<file path="config.mk">
export PLATFORM = sky130hd
export DESIGN_NAME = compression_dispatch_scheduler_flat
export DESIGN_NICKNAME = d
export VERILOG_FILES = /design/src/rtl/compression_dispatch_scheduler_pkg.sv /design/src/rtl/compression_dispatch_scheduler_if.sv /design/src/rtl/compression_dispatch_scheduler_dispatch_order_fifo.sv /design/src/rtl/compression_dispatch_scheduler.sv /design/src/flat_wrapper.sv
export SDC_FILE = /design/constraint.sdc
export NUM_CORES = 1
export LEC_CHECK = 0
export ABC_CLOCK_PERIOD_IN_PS = 5600
export CORE_MARGIN = 5
export CORE_UTILIZATION = 49
export CTS_CLUSTER_SIZE = 14
export DETAILED_ROUTE_END_ITERATION = 10
export PLACE_DENSITY_LB_ADDON = 0.05
export SYNTH_ARGS = -nofsm -noshare
export SYNTH_HDL_FRONTEND = slang
export SYNTH_SLANG_ARGS = --single-unit
</file>
<file path="constraint.sdc">
create_clock -name clk -period 5.6 [get_ports clk]
set_clock_uncertainty 0.1 [all_clocks]
set_input_delay 0.56 -clock clk [delete_from_list [all_inputs] [get_ports clk]]
set_output_delay 0.56 -clock clk [all_outputs]
set_load 0.005 [all_outputs]
</file>
<file path="src/rtl/compression_dispatch_scheduler_pkg.sv">
// Shared types and helpers for the compression dispatch scheduler.
//   se_idx_t / ce_idx_t : USE and engine index types for the default
//                         configuration (4 USEs, 2 engines)
//   cse_can_accept      : engine ingest rule (idle, or shifting below limit)
//   DISPATCH_CNT_W      : width of the wrapping dispatch counter
package compression_dispatch_scheduler_pkg;

  localparam int DISPATCH_CNT_W = 16;

  localparam int DEF_NSE = 4;
  localparam int DEF_NCE = 2;
  localparam int DEF_SEW = (DEF_NSE > 1) ? $clog2(DEF_NSE) : 1;
  localparam int DEF_CEW = (DEF_NCE > 1) ? $clog2(DEF_NCE) : 1;

  typedef logic [DEF_SEW-1:0] se_idx_t;
  typedef logic [DEF_CEW-1:0] ce_idx_t;

  // An engine takes a new block when it is empty, or when it is draining
  // (shifting) and its remaining output is below the ingest limit.
  function automatic logic cse_can_accept(input logic [15:0] count,
                                          input logic        shift,
                                          input logic [15:0] limit);
    return (count == 16'd0) || ((count < limit) && shift);
  endfunction

endpackage

</file>
<file path="src/rtl/compression_dispatch_scheduler_if.sv">
// Bus between the USE ring / compression engines / return path and the
// dispatch scheduler.
//   master : the environment (USEs, engines, return drain)
//   slave  : the scheduler
interface compression_dispatch_scheduler_if #(
  parameter int NSE = 4,
  parameter int NCE = 2,
  parameter int CCW = 9
);
  localparam int SEW = (NSE > 1) ? $clog2(NSE) : 1;
  localparam int CEW = (NCE > 1) ? $clog2(NCE) : 1;

  logic [NSE-1:0][7:0]     use_byte_count_in;
  logic [NSE-1:0]          use_data_taken_out;
  logic [NCE-1:0][CCW-1:0] cse_byte_count_in;
  logic [NCE-1:0]          cse_shift_in;
  logic [NCE-1:0][SEW-1:0] engine_sel_out;
  logic [NCE-1:0]          engine_load_out;
  logic [CEW-1:0]          return_engine_out;
  logic                    return_valid_out;
  logic                    return_done_in;
  logic                    order_full_out;
  logic                    underflow_err_out;
  logic [15:0]             dispatch_count_out;

  modport master (
    output use_byte_count_in, cse_byte_count_in, cse_shift_in, return_done_in,
    input  use_data_taken_out, engine_sel_out, engine_load_out,
           return_engine_out, return_valid_out, order_full_out,
           underflow_err_out, dispatch_count_out
  );

  modport slave (
    input  use_byte_count_in, cse_byte_count_in, cse_shift_in, return_done_in,
    output use_data_taken_out, engine_sel_out, engine_load_out,
           return_engine_out, return_valid_out, order_full_out,
           underflow_err_out, dispatch_count_out
  );

endinterface

</file>
<file path="src/rtl/compression_dispatch_scheduler_dispatch_order_fifo.sv">
// In-order tag FIFO of engine ids, one entry per dispatched block.
//   clk, reset : clock, synchronous active-high reset
//   push       : store pushData (ignored when full)
//   pushData   : engine id of the block just dispatched
//   pop        : current head block fully drained (ignored when empty)
//   head       : engine id at the head (0 when empty)
//   full/empty : occupancy flags
//   underflow  : sticky, set by a pop on an empty FIFO until reset
module compression_dispatch_scheduler_dispatch_order_fifo #(
  parameter int DEPTH = 8,
  parameter int W     = 1
) (
  input  logic         clk,
  input  logic         reset,
  input  logic         push,
  input  logic [W-1:0] pushData,
  input  logic         pop,
  output logic [W-1:0] head,
  output logic         full,
  output logic         empty,
  output logic         underflow
);

  localparam int AW = (DEPTH > 1) ? $clog2(DEPTH) : 1;

  logic [W-1:0]  mem [DEPTH];
  logic [AW-1:0] wrPtr;
  logic [AW-1:0] rdPtr;
  logic [AW:0]   count;
  logic          doPush;
  logic          doPop;

  assign empty  = (count == '0);
  assign full   = (count == (AW+1)'(DEPTH));
  assign doPush = push && !full;
  assign doPop  = pop && !empty;
  assign head   = empty ? '0 : mem[rdPtr];

  always_ff @(posedge clk) begin
    if (doPush) begin
      mem[wrPtr] <= pushData;
    end
  end

  always_ff @(posedge clk) begin
    if (reset) begin
      wrPtr     <= '0;
      rdPtr     <= '0;
      count     <= '0;
      underflow <= 1'b0;
    end else begin
      if (doPush) begin
        wrPtr <= wrPtr + AW'(1);
      end
      if (doPop) begin
        rdPtr <= rdPtr + AW'(1);
      end
      // A pop on an empty FIFO is dropped; a simultaneous push still lands.
      if (pop && empty) begin
        underflow <= 1'b1;
      end
      case ({doPush, doPop})
        2'b10:   count <= count + (AW+1)'(1);
        2'b01:   count <= count - (AW+1)'(1);
        default: count <= count;
      endcase
    end
  end

endmodule

</file>
<file path="src/rtl/compression_dispatch_scheduler.sv">
// Dispatches uncompressed stream elements (USEs) onto compression engines,
// both served strictly round-robin, and records the engine order so the
// return path can drain engine output in original stream order.
//   clk   : clock
//   reset : synchronous, active-high
//   bus   : slave side of compression_dispatch_scheduler_if
//           (USE counts/taken pulses, engine counts/shift, engine select/load,
//            return head/valid/done, full, underflow, dispatch count)
module compression_dispatch_scheduler
  import compression_dispatch_scheduler_pkg::*;
#(
  parameter int NUM_STREAM_ELEMENTS      = 4,
  parameter int NUM_COMPRESSION_ELEMENTS = 2,
  parameter int FIFO_MAX_INGEST_BYTES    = 16,
  parameter int CSE_COUNT_WIDTH          = 9,
  parameter int ORDER_FIFO_DEPTH         = 8
) (
  input logic clk,
  input logic reset,
  compression_dispatch_scheduler_if.slave bus
);

  localparam int NSE = NUM_STREAM_ELEMENTS;
  localparam int NCE = NUM_COMPRESSION_ELEMENTS;
  localparam int CCW = CSE_COUNT_WIDTH;
  localparam int SEW = (NSE > 1) ? $clog2(NSE) : 1;
  localparam int CEW = (NCE > 1) ? $clog2(NCE) : 1;

  logic [SEW-1:0]            sePtr;
  logic [CEW-1:0]            cePtr;
  logic [NCE-1:0]            holdoff;
  logic [NSE-1:0]            takenQ;
  logic [NCE-1:0]            loadQ;
  logic [NCE-1:0][SEW-1:0]   selQ;
  logic [DISPATCH_CNT_W-1:0] dispatchCnt;

  logic [NSE-1:0] seHit;
  logic [NCE-1:0] ceHit;
  logic [CCW-1:0] selCount;
  logic           selShift;
  logic           selHoldoff;
  logic           useReady;
  logic           engineAccept;
  logic           dispatch;

  logic [CEW-1:0] headEngine;
  logic           orderFull;
  logic           orderEmpty;
  logic           underflow;

  // Pointer decode is done by compare rather than indexing so single-engine
  // builds (1-bit pointer into a 1-entry vector) stay width-clean.
  always_comb begin
    seHit      = '0;
    ceHit      = '0;
    selCount   = '0;
    selShift   = 1'b0;
    selHoldoff = 1'b0;
    useReady   = 1'b0;
    for (int i = 0; i < NSE; i++) begin
      if (sePtr == SEW'(i)) begin
        seHit[i] = 1'b1;
        useReady = (bus.use_byte_count_in[i] != 8'd0);
      end
    end
    for (int e = 0; e < NCE; e++) begin
      if (cePtr == CEW'(e)) begin
        ceHit[e]   = 1'b1;
        selCount   = bus.cse_byte_count_in[e];
        selShift   = bus.cse_shift_in[e];
        selHoldoff = holdoff[e];
      end
    end
    engineAccept = !selHoldoff &&
                   cse_can_accept(16'(selCount), selShift, 16'(FIFO_MAX_INGEST_BYTES));
    // A full FIFO blocks dispatch even when a pop lands this cycle, so the
    // decision never depends on the return path in the same cycle.
    dispatch = useReady && engineAccept && !orderFull;
  end

  always_ff @(posedge clk) begin
    if (reset) begin
      sePtr       <= '0;
      cePtr       <= '0;
      holdoff     <= '0;
      takenQ      <= '0;
      loadQ       <= '0;
      selQ        <= '0;
      dispatchCnt <= '0;
    end else begin
      takenQ  <= '0;
      loadQ   <= '0;
      // Holdoff lasts one cycle: the engine's byte count lags the load, so
      // a just-loaded engine would otherwise still look idle.
      holdoff <= '0;
      if (dispatch) begin
        takenQ <= seHit;
        loadQ  <= ceHit;
        for (int e = 0; e < NCE; e++) begin
          if (ceHit[e]) begin
            holdoff[e] <= 1'b1;
            selQ[e]    <= sePtr;
          end
        end
        sePtr       <= (sePtr == SEW'(NSE - 1)) ? '0 : sePtr + SEW'(1);
        cePtr       <= (cePtr == CEW'(NCE - 1)) ? '0 : cePtr + CEW'(1);
        dispatchCnt <= dispatchCnt + DISPATCH_CNT_W'(1);
      end
    end
  end

  compression_dispatch_scheduler_dispatch_order_fifo #(
    .DEPTH (ORDER_FIFO_DEPTH),
    .W     (CEW)
  ) u_order_fifo (
    .clk       (clk),
    .reset     (reset),
    .push      (dispatch),
    .pushData  (cePtr),
    .pop       (bus.return_done_in),
    .head      (headEngine),
    .full      (orderFull),
    .empty     (orderEmpty),
    .underflow (underflow)
  );

  assign bus.use_data_taken_out = takenQ;
  assign bus.engine_load_out    = loadQ;
  assign bus.engine_sel_out     = selQ;
  assign bus.return_engine_out  = headEngine;
  assign bus.return_valid_out   = !orderEmpty;
  assign bus.order_full_out     = orderFull;
  assign bus.underflow_err_out  = underflow;
  assign bus.dispatch_count_out = dispatchCnt;

endmodule

</file>
<file path="src/flat_wrapper.sv">
// flat-port wrapper written by rule: the top's interface ports become plain ports
module compression_dispatch_scheduler_flat import compression_dispatch_scheduler_pkg::*;
#(
  parameter int NUM_STREAM_ELEMENTS      = 4,
  parameter int NUM_COMPRESSION_ELEMENTS = 2,
  parameter int FIFO_MAX_INGEST_BYTES    = 16,
  parameter int CSE_COUNT_WIDTH          = 9,
  parameter int ORDER_FIFO_DEPTH         = 8
)
  (clk, reset, bus_use_byte_count_in, bus_cse_byte_count_in, bus_cse_shift_in, bus_return_done_in, bus_use_data_taken_out, bus_engine_sel_out, bus_engine_load_out, bus_return_engine_out, bus_return_valid_out, bus_order_full_out, bus_underflow_err_out, bus_dispatch_count_out);
  compression_dispatch_scheduler_if #(.NSE((4)), .NCE((2)), .CCW(9)) bus_i ();
  input logic clk;
  input logic reset;
  input wire logic [$bits(bus_i.use_byte_count_in)-1:0] bus_use_byte_count_in;
  input wire logic [$bits(bus_i.cse_byte_count_in)-1:0] bus_cse_byte_count_in;
  input wire logic [$bits(bus_i.cse_shift_in)-1:0] bus_cse_shift_in;
  input wire logic [$bits(bus_i.return_done_in)-1:0] bus_return_done_in;
  output wire logic [$bits(bus_i.use_data_taken_out)-1:0] bus_use_data_taken_out;
  output wire logic [$bits(bus_i.engine_sel_out)-1:0] bus_engine_sel_out;
  output wire logic [$bits(bus_i.engine_load_out)-1:0] bus_engine_load_out;
  output wire logic [$bits(bus_i.return_engine_out)-1:0] bus_return_engine_out;
  output wire logic [$bits(bus_i.return_valid_out)-1:0] bus_return_valid_out;
  output wire logic [$bits(bus_i.order_full_out)-1:0] bus_order_full_out;
  output wire logic [$bits(bus_i.underflow_err_out)-1:0] bus_underflow_err_out;
  output wire logic [$bits(bus_i.dispatch_count_out)-1:0] bus_dispatch_count_out;
  assign bus_i.use_byte_count_in = bus_use_byte_count_in;
  assign bus_i.cse_byte_count_in = bus_cse_byte_count_in;
  assign bus_i.cse_shift_in = bus_cse_shift_in;
  assign bus_i.return_done_in = bus_return_done_in;
  assign bus_use_data_taken_out = bus_i.use_data_taken_out;
  assign bus_engine_sel_out = bus_i.engine_sel_out;
  assign bus_engine_load_out = bus_i.engine_load_out;
  assign bus_return_engine_out = bus_i.return_engine_out;
  assign bus_return_valid_out = bus_i.return_valid_out;
  assign bus_order_full_out = bus_i.order_full_out;
  assign bus_underflow_err_out = bus_i.underflow_err_out;
  assign bus_dispatch_count_out = bus_i.dispatch_count_out;
  compression_dispatch_scheduler #(.NUM_STREAM_ELEMENTS(NUM_STREAM_ELEMENTS), .NUM_COMPRESSION_ELEMENTS(NUM_COMPRESSION_ELEMENTS), .FIFO_MAX_INGEST_BYTES(FIFO_MAX_INGEST_BYTES), .CSE_COUNT_WIDTH(CSE_COUNT_WIDTH), .ORDER_FIFO_DEPTH(ORDER_FIFO_DEPTH)) u_core (.clk(clk), .reset(reset), .bus(bus_i));
endmodule
</file>
* After elaboration in Yosys (flattened, before gate mapping) *
Memories as Yosys holds them, arrays and structs flattened. A register that Yosys moved wholly into a read port is not among the register bits.
Index checks and enable logic that the tools add are counted.

operators by class
  bitwise operators = 2
  reductions and logical operators = 22
  mux-type cells = 22
  eq/ne operators = 6
  $lt $le $gt $ge = 1
  $add $sub $neg = 7

operator list
  operator                 count
  $reduce_bool A8 Y1       4
  $mux W1                  17
  $add A16 B1 Y16 const B  1
  $logic_not A9 Y1         1
  $lt A9 B5 Y1 const B     1
  $mux W9                  1
  $pmux W4 S2              1
  $logic_and A1 B1 Y1      7
  $add A3 B1 Y3 const B    2
  $eq A2 B2 Y1 const B     3
  $mux W3                  2
  $add A4 B1 Y4 const B    1
  $eq A2 B1 Y1 const B     2
  $eq A4 B4 Y1 const B     1
  $logic_not A4 Y1         1
  $reduce_and A2 Y1        2
  $sub A4 B1 Y4 const B    1
  $logic_not A1 Y1         3
  $add A2 B1 Y2 const B    1
  $logic_not A2 Y1         1
  $mux W2                  1
  $not A1 Y1               2
  $reduce_bool A2 Y1       1
  $reduce_or A2 Y1         1
  2 further kinds          2

word-level totals
  input bits = 55
  memory bits (writable) = 8
  word-level logic and storage cells = 73
  register bits after elaboration = 42
  output and inout port bits = 30
  memories = 1

memories
  memory                   words  width  rd ports  clocked after Yosys merged registers in  write ports  RTL line                                                  source
  u_core.u_order_fifo.mem  8      1      1         1                                        1            compression_dispatch_scheduler_dispatch_order_fifo.sv:26  logic [W-1:0] mem [DEPTH];

* Depth between registers and ports, before layout *
  word-level depth = 10
  mapped depth = 15
  gate-level depth less buffers = 14

* Cells and area by module *
From an unflattened synthesis, not the netlist that was laid out.

unflattened totals
  cell total of the unflattened synthesis = 270
  area, all modules = 2670.1 um2

by module, submodules not included
  module                                              cells each  area each (um2)  seq. area each (um2)  times used
  compression_dispatch_scheduler                      182         1652.8           580.6                 1
  compression_dispatch_scheduler_dispatch_order_fifo  88          1017.2           520.5                 1

* Least setup slack after synthesis *
No wires, ideal clock.

  path kind = in2reg
  from = in bus_cse_byte_count_in[0]
  to = reg u_core.u_order_fifo.count[3]
  cell stages on the path = 13
  arrival time = 2.998 ns
  setup time = 0.070 ns
  path buffers = 1
  data required time = 5.430 ns
  slack = 2.432 ns
  path through = nor4_1 o211ai_2 and2_4 buf_2 nor2_1 inv_2 ha_1 ha_1 a21o_1 a21oi_1 xnor2_1 or3_1 a21oi_1

on the way
  word-level cells in the longest chain between the ends = 10
  elaborated cells on any way between the ends = 13
  those cells by class = order compare (1); eq/ne (2); mux (2); reduce/logical (8)

RTL lines
  item                                               RTL line                                                  source
  start: declaration                                 flat_wrapper.sv:15                                        input wire logic [$bits(bus_i.cse_byte_count_in)-1:0] bus_cse_byte_count_in;
  $mux W9 (*)                                        compression_dispatch_scheduler.sv:67                      if (cePtr == CEW'(e)) begin
  $lt A9 B5 Y1                                       compression_dispatch_scheduler_pkg.sv:23                  return (count == 16'd0) || ((count < limit) && shift);
  $logic_and A1 B1 Y1                                compression_dispatch_scheduler_pkg.sv:23
  $logic_or A1 B1 Y1 (*)                             compression_dispatch_scheduler_pkg.sv:23
  $logic_and A1 B1 Y1 (*)                            compression_dispatch_scheduler.sv:74                      engineAccept = !selHoldoff &&
  $logic_and A1 B1 Y1 (*) (2 in a row)               compression_dispatch_scheduler.sv:78                      dispatch = useReady && engineAccept && !orderFull;
  $logic_and A1 B1 Y1 (*)                            compression_dispatch_scheduler_dispatch_order_fifo.sv:35  assign doPush = push && !full;
  $eq A2 B1 Y1 or $eq A2 B2 Y1 (tied branches)       compression_dispatch_scheduler_dispatch_order_fifo.sv:62  case ({doPush, doPop})
  $pmux W4 S2 or $reduce_bool A2 Y1 (tied branches)  -
  end signal: assignment                             compression_dispatch_scheduler_dispatch_order_fifo.sv:63  2'b10: count <= count + (AW+1)'(1);
  end signal: assignment                             compression_dispatch_scheduler_dispatch_order_fifo.sv:64  2'b01: count <= count - (AW+1)'(1);
  end signal: assignment                             compression_dispatch_scheduler_dispatch_order_fifo.sv:65  default: count <= count;
  end: declaration                                   compression_dispatch_scheduler_dispatch_order_fifo.sv:29  logic [AW:0] count;

Every way passes the cells marked *; elsewhere a longest branch is shown, timed or not.
A chain may end at the register's enable or synchronous reset.

* Final worst setup path *
  from = in bus_use_byte_count_in[1]
  to = reg u_core.u_order_fifo.count[3]

on the way
  word-level cells in the longest chain between the ends = 10
  elaborated cells on any way between the ends = 12
  those cells by class = eq/ne (2); mux (5); reduce/logical (5)

RTL lines
  item                                               RTL line                                                  source
  start: declaration                                 flat_wrapper.sv:14                                        input wire logic [$bits(bus_i.use_byte_count_in)-1:0] bus_use_byte_count_in;
  $reduce_bool A8 Y1 (*)                             compression_dispatch_scheduler.sv:63                      useReady = (bus.use_byte_count_in[i] != 8'd0);
  $mux W1 (*) (4 in a row)                           compression_dispatch_scheduler.sv:61                      if (sePtr == SEW'(i)) begin
  $logic_and A1 B1 Y1 (*) (2 in a row)               compression_dispatch_scheduler.sv:78
  $logic_and A1 B1 Y1 (*)                            compression_dispatch_scheduler_dispatch_order_fifo.sv:35
  $eq A2 B1 Y1 or $eq A2 B2 Y1 (tied branches)       compression_dispatch_scheduler_dispatch_order_fifo.sv:62
  $pmux W4 S2 or $reduce_bool A2 Y1 (tied branches)  -

Marked as above.

==> results.md <==
| Stage | Parameter | This run |
|:---|:---|:---|
| drt | Overall routed net length | 6080 µm |
| clocking | Post-cts resize count | 0 |
| synth | Adder and majority gate portion of the synthesized area | 0.0577 |
| clocking | CTS Buf Count | 5 |
| global route | Total routing usage reported by global routing | 0.196 |
| synth | Leading post-synthesis cells by cell area | sky130_fd_sc_hd__dfxtp_1 (34%), sky130_fd_sc_hd__edfxtp_1 (9.6%), sky130_fd_sc_hd__a21oi_1 (5.2%), sky130_fd_sc_hd__ha_1 (5.0%), sky130_fd_sc_hd__o31ai_1 (3.6%) |
| clocking | Count of H-tree levels built during CTS | 2 |
| synth | Fraction of the mapped netlist area in compound gates | 0.162 |
| layout | Fraction of final layout cells with drive strength greater than 1 | 0.0700 |
| setup path | Worst Path Arrival | 3.80 ns |
| die | Die Outline Area | 6660 µm² |
| synth | Proportion of register bits with asynchronous set or reset after synthesis | 0 |
| drt | Wire per inst | 14.7 µm |
| sta | Slew HR | 0.655 |
| setup path | Type of destination of the critical path | register |
| synth | Post-synthesis cell type with the largest combined area | sky130_fd_sc_hd__dfxtp_1 |
| place | Placer's final routability congestion estimate | 0.809 |
| pwr | Worst vdd rail ir drop | 129 µV |
| die | Effective utilization at floorplan | 0.499 |
| sta | F_max | 273 MHz |
| place | Area after DPL | 3390 µm² |
| synth | Flip-flop and latch count after synthesis | 51 |
| layout | Area occupied by multi-input gates | 1300 µm² |
| synth | Synthesized-area fraction occupied by and/or/nand/nor cells | 0.246 |
| die | Overall die width | 81.6 µm |
| synth | Number of enable-type register cells in the synthesized netlist | 8 |
| setup path | Cell class contributing the biggest share of worst-path delay | compound AO/OA/AOI/OAI gates |
| sta | Number of pins with negative max-slew slack in the final report | 0 |
| setup path | Number of buffer and inverter instances along the worst setup path | 3 |
| synth | Distinct cell type count of the synthesized netlist | 47 |
| setup path | Sort of element at the start of the critical path | input port |
| layout | Fillcell total | 427 |
| synth | Yosys Warn Count | 0 |
| sta | Final worst setup slack | 1.94 ns |
| synth | Mapped Cells | 264 |
| setup path | Critical-path cell with the highest stage delay | sky130_fd_sc_hd__clkdlybuf4s50_1 |
| sta | Final period utilization | 0.654 |
| sta | Transition time of the tightest slew-check pin | 0.515 ns |
| sta | Hold violation count in the final report | 0 |
| synth | Synthesized net count | 330 |
| sta | RSZ-0062 raised after global routing | no |
| die | Die Span Y | 81.6 µm |
| synth | Post-synthesis share of cell area spent on xor and xnor gates | 0.0174 |
| sta | Clock period minus final worst setup slack | 3.66 ns |
| synth | Synthesized area | 2510 µm² |
| setup path | Stage delay of the slowest cell on the critical path | 0.40 ns |
| place | Number of placed cells counting well taps | 405 |
| setup path | CP max FO | 35 |
| layout | Area growth from synthesis to final layout | 39.4% |
| global route | First-pass GRT wire length | 10200 µm |
| pwr | Lkg Pwr | 1.16 nW |
| clocking | Clock-pin transition on the worst setup and hold timing paths | 0.10 ns |
| die | Number of placement rows | 26 |
| layout | Sequential cell area | 1100 µm² |
| layout | Fin cells | 413 |
| layout | Final Util | 0.695 |
| setup path | Most repeated library cell on the critical path | sky130_fd_sc_hd__a21oi_1 |
| global route | Number of global-route vias before repair | 2143 |
| outcome | Status | finished, final reports clean |
| clocking | Hold buffer count at CTS | 0 |
| layout | Diodes inserted | 0 |
| drt | Via count of the routed design | 2266 |
| synth | Fraction of synthesized area in multiplexers | 0.0338 |
| setup path | Critical Path RT | 5.74 ns |
| place | Worst Setup Slack post-DPL | 1.65 ns |
| synth | Combinational family with the most area after synthesis | simple AND/OR/NAND/NOR gates |
| layout | Layout Nets | 408 |
| global route | Antenna violations before repair | 0 |
| clocking | Root Buffer | sky130_fd_sc_hd__clkbuf_8 |
| drt | 1st-pass router iterations | 4 |
| worst hold path | Type of the tightest min-delay check | reg2reg |
| layout | Post-route design area | 3500 µm² |
| clocking | Clock tree from TritonCTS | done |
| pwr | Power per unit of standard cell area | 200 nW/µm² |
| clocking | Clock Tree Buf Depth | 2 |
| drt | Iteration-0 DRC count of the detailed router | 96 |
| synth | Yosys top cell area share | 0.342 |
| clocking | Latest clock arrival within the worst-skew pair | 0.31 ns |
| setup path | Critical-path cell list | clkdlybuf4s50_1 > nor4_1 > a21oi_1 > o311ai_4 > buf_4 > nor2_1 > inv_2 > ha_1 > ha_1 > a21o_1 > a21oi_1 > xnor2_1 > or3_1 > a21oi_1 |
| clocking | Number of post-CTS setup repair buffers | 0 |
| sta | Setup TNS | 0 ns |
| global route | Maximum number of pins on one net before global-route repair | 45 |
| clocking | Number of sinks driven by the clock tree | 51 |
| place | Final HPWL from detailed placement | 4560 µm |
| place | Port-buffer cells | 84 |
| synth | Most used flip-flop cell after synthesis | sky130_fd_sc_hd__dfxtp_1 |
| synth | Synthesized area per cell | 9.52 µm² |
| drt | Residual antenna-violating net count after detailed routing | 0 |
| setup path | Kind of critical path | in2reg |
| drt | Average vias per placed instance | 5.49 |
| synth | Sequential area share after synthesis | 0.438 |
| global route | Gr ovfl total | 0 |
| die | I/O pin count | 85 |
| sta | Final setup violation count | 0 |
| drt | Number of remaining DRC errors | 0 |
| die | Floorplan core area | 5040 µm² |
| flow run | Max-cap violations | 0 |
==> power by group <==
group	switching, mW	internal [mW]
Clock	0.128	0.136
Combinational	0.0206	0.0417
Sequential	0.00199	0.372
==> logic make-up (layout without fill, tap and decap cells) <==
kind of cell,Yosys count,after routing
flip-flops,51,51
multiplexers,6,6
XOR/XNOR,5,5
AO/OA/AOI/OAI,62,62
AND/OR/NAND/NOR,102,102
buffers and inverters,27,106
adder cells (fa/ha/maj),11,11
==> cell type report <==
class,count,area share
clock inverters,3,0.0136
clock buffers,5,0.0196
inverters,12,0.0129
well taps,70,0.0250
repair buffers,86,0.244
flip-flops and latches,51,0.314
multi-input cells,186,0.371
==> Yosys cell counts, drive strengths merged, types with 8 or more instances <==
cell type	number
nor2	17
dfxtp	43
ha	10
o21ai	12
buf	8
o31ai	12
a21oi	26
edfxtp	8
nand3	10
or4	12
nor4	12
inv	12
==> placed cells by master, fill, tap and decap left out, types with 7 or more instances in the layout <==
master | Yosys | layout
sky130_fd_sc_hd__a21oi_1 | 26 | 26
sky130_fd_sc_hd__clkdlybuf4s50_1 | 0 | 84
sky130_fd_sc_hd__dfxtp_1 | 43 | 43
sky130_fd_sc_hd__edfxtp_1 | 8 | 8
sky130_fd_sc_hd__ha_1 | 10 | 10
sky130_fd_sc_hd__inv_1 | 11 | 11
sky130_fd_sc_hd__nand2_1 | 7 | 7
sky130_fd_sc_hd__nand3_1 | 10 | 10
sky130_fd_sc_hd__nor2_1 | 17 | 17
sky130_fd_sc_hd__nor3_1 | 7 | 7
sky130_fd_sc_hd__nor4_1 | 11 | 11
sky130_fd_sc_hd__o21ai_0 | 12 | 12
sky130_fd_sc_hd__o31ai_1 | 12 | 12
sky130_fd_sc_hd__or4_1 | 12 | 12
==> per-layer routing <==
layer  up-vias  routed length [µm]  global-route usage
met2        57                3070               0.343
met5         -                   0                   0
li1       1149                   -                   -
met4         0                  57              0.0498
met3         6                 299              0.0406
met1      1054                2650               0.246
==> path summary, 6_finish.rpt <==
path	from	endpoint	slack [ns]	cells past startpoint
max reg2reg	u_core.sePtr[0]$_SDFFE_PP0N_	u_core.u_order_fifo.count[3]$_SDFFE_PP0P_	1.98	14
min	u_core.bus.engine_sel_out[2]$_SDFFE_PP0P_	u_core.bus.engine_sel_out[2]$_SDFFE_PP0P_	0.39	2
min reg2reg	u_core.bus.engine_sel_out[2]$_SDFFE_PP0P_	u_core.bus.engine_sel_out[2]$_SDFFE_PP0P_	0.39	2
max	bus_use_byte_count_in[1]	u_core.u_order_fifo.count[3]$_SDFFE_PP0P_	1.94	14
==> flip-flops by register name, indices dropped and copies added (netlist names), 3 cells and up, named ones only <==
signal and count:
u_core.u_order_fifo.count 4, u_core.u_order_fifo.rdPtr 3, u_core.u_order_fifo.wrPtr 3, u_core.bus.dispatch_count_out 16, u_core.bus.use_data_taken_out 4, u_core.bus.engine_sel_out 4
u_core.u_order_fifo.mem 8
==> worst register-to-register path, stage by stage, from the launching register on <==
cell,delay [ns]
sky130_fd_sc_hd__dfxtp_1,0.42
sky130_fd_sc_hd__inv_1,0.10
sky130_fd_sc_hd__ha_1,0.24
sky130_fd_sc_hd__or2_2,0.35
sky130_fd_sc_hd__o311ai_4,0.28
sky130_fd_sc_hd__buf_4,0.34
sky130_fd_sc_hd__nor2_1,0.17
sky130_fd_sc_hd__inv_2,0.17
sky130_fd_sc_hd__ha_1,0.23
sky130_fd_sc_hd__ha_1,0.25
sky130_fd_sc_hd__a21o_1,0.18
sky130_fd_sc_hd__a21oi_1,0.19
sky130_fd_sc_hd__xnor2_1,0.11
sky130_fd_sc_hd__or3_1,0.31
sky130_fd_sc_hd__a21oi_1,0.13
==> through the flow <==
step                      power [mW]  hold WS (ns)
after floorplan                0.401         0.360
after global routing           0.731         0.428
after global placement         0.444         0.352
after CTS                      0.706         0.397
final                          0.700         0.390
after detailed placement       0.446         0.381
Power figures use the tool's default switching activity.
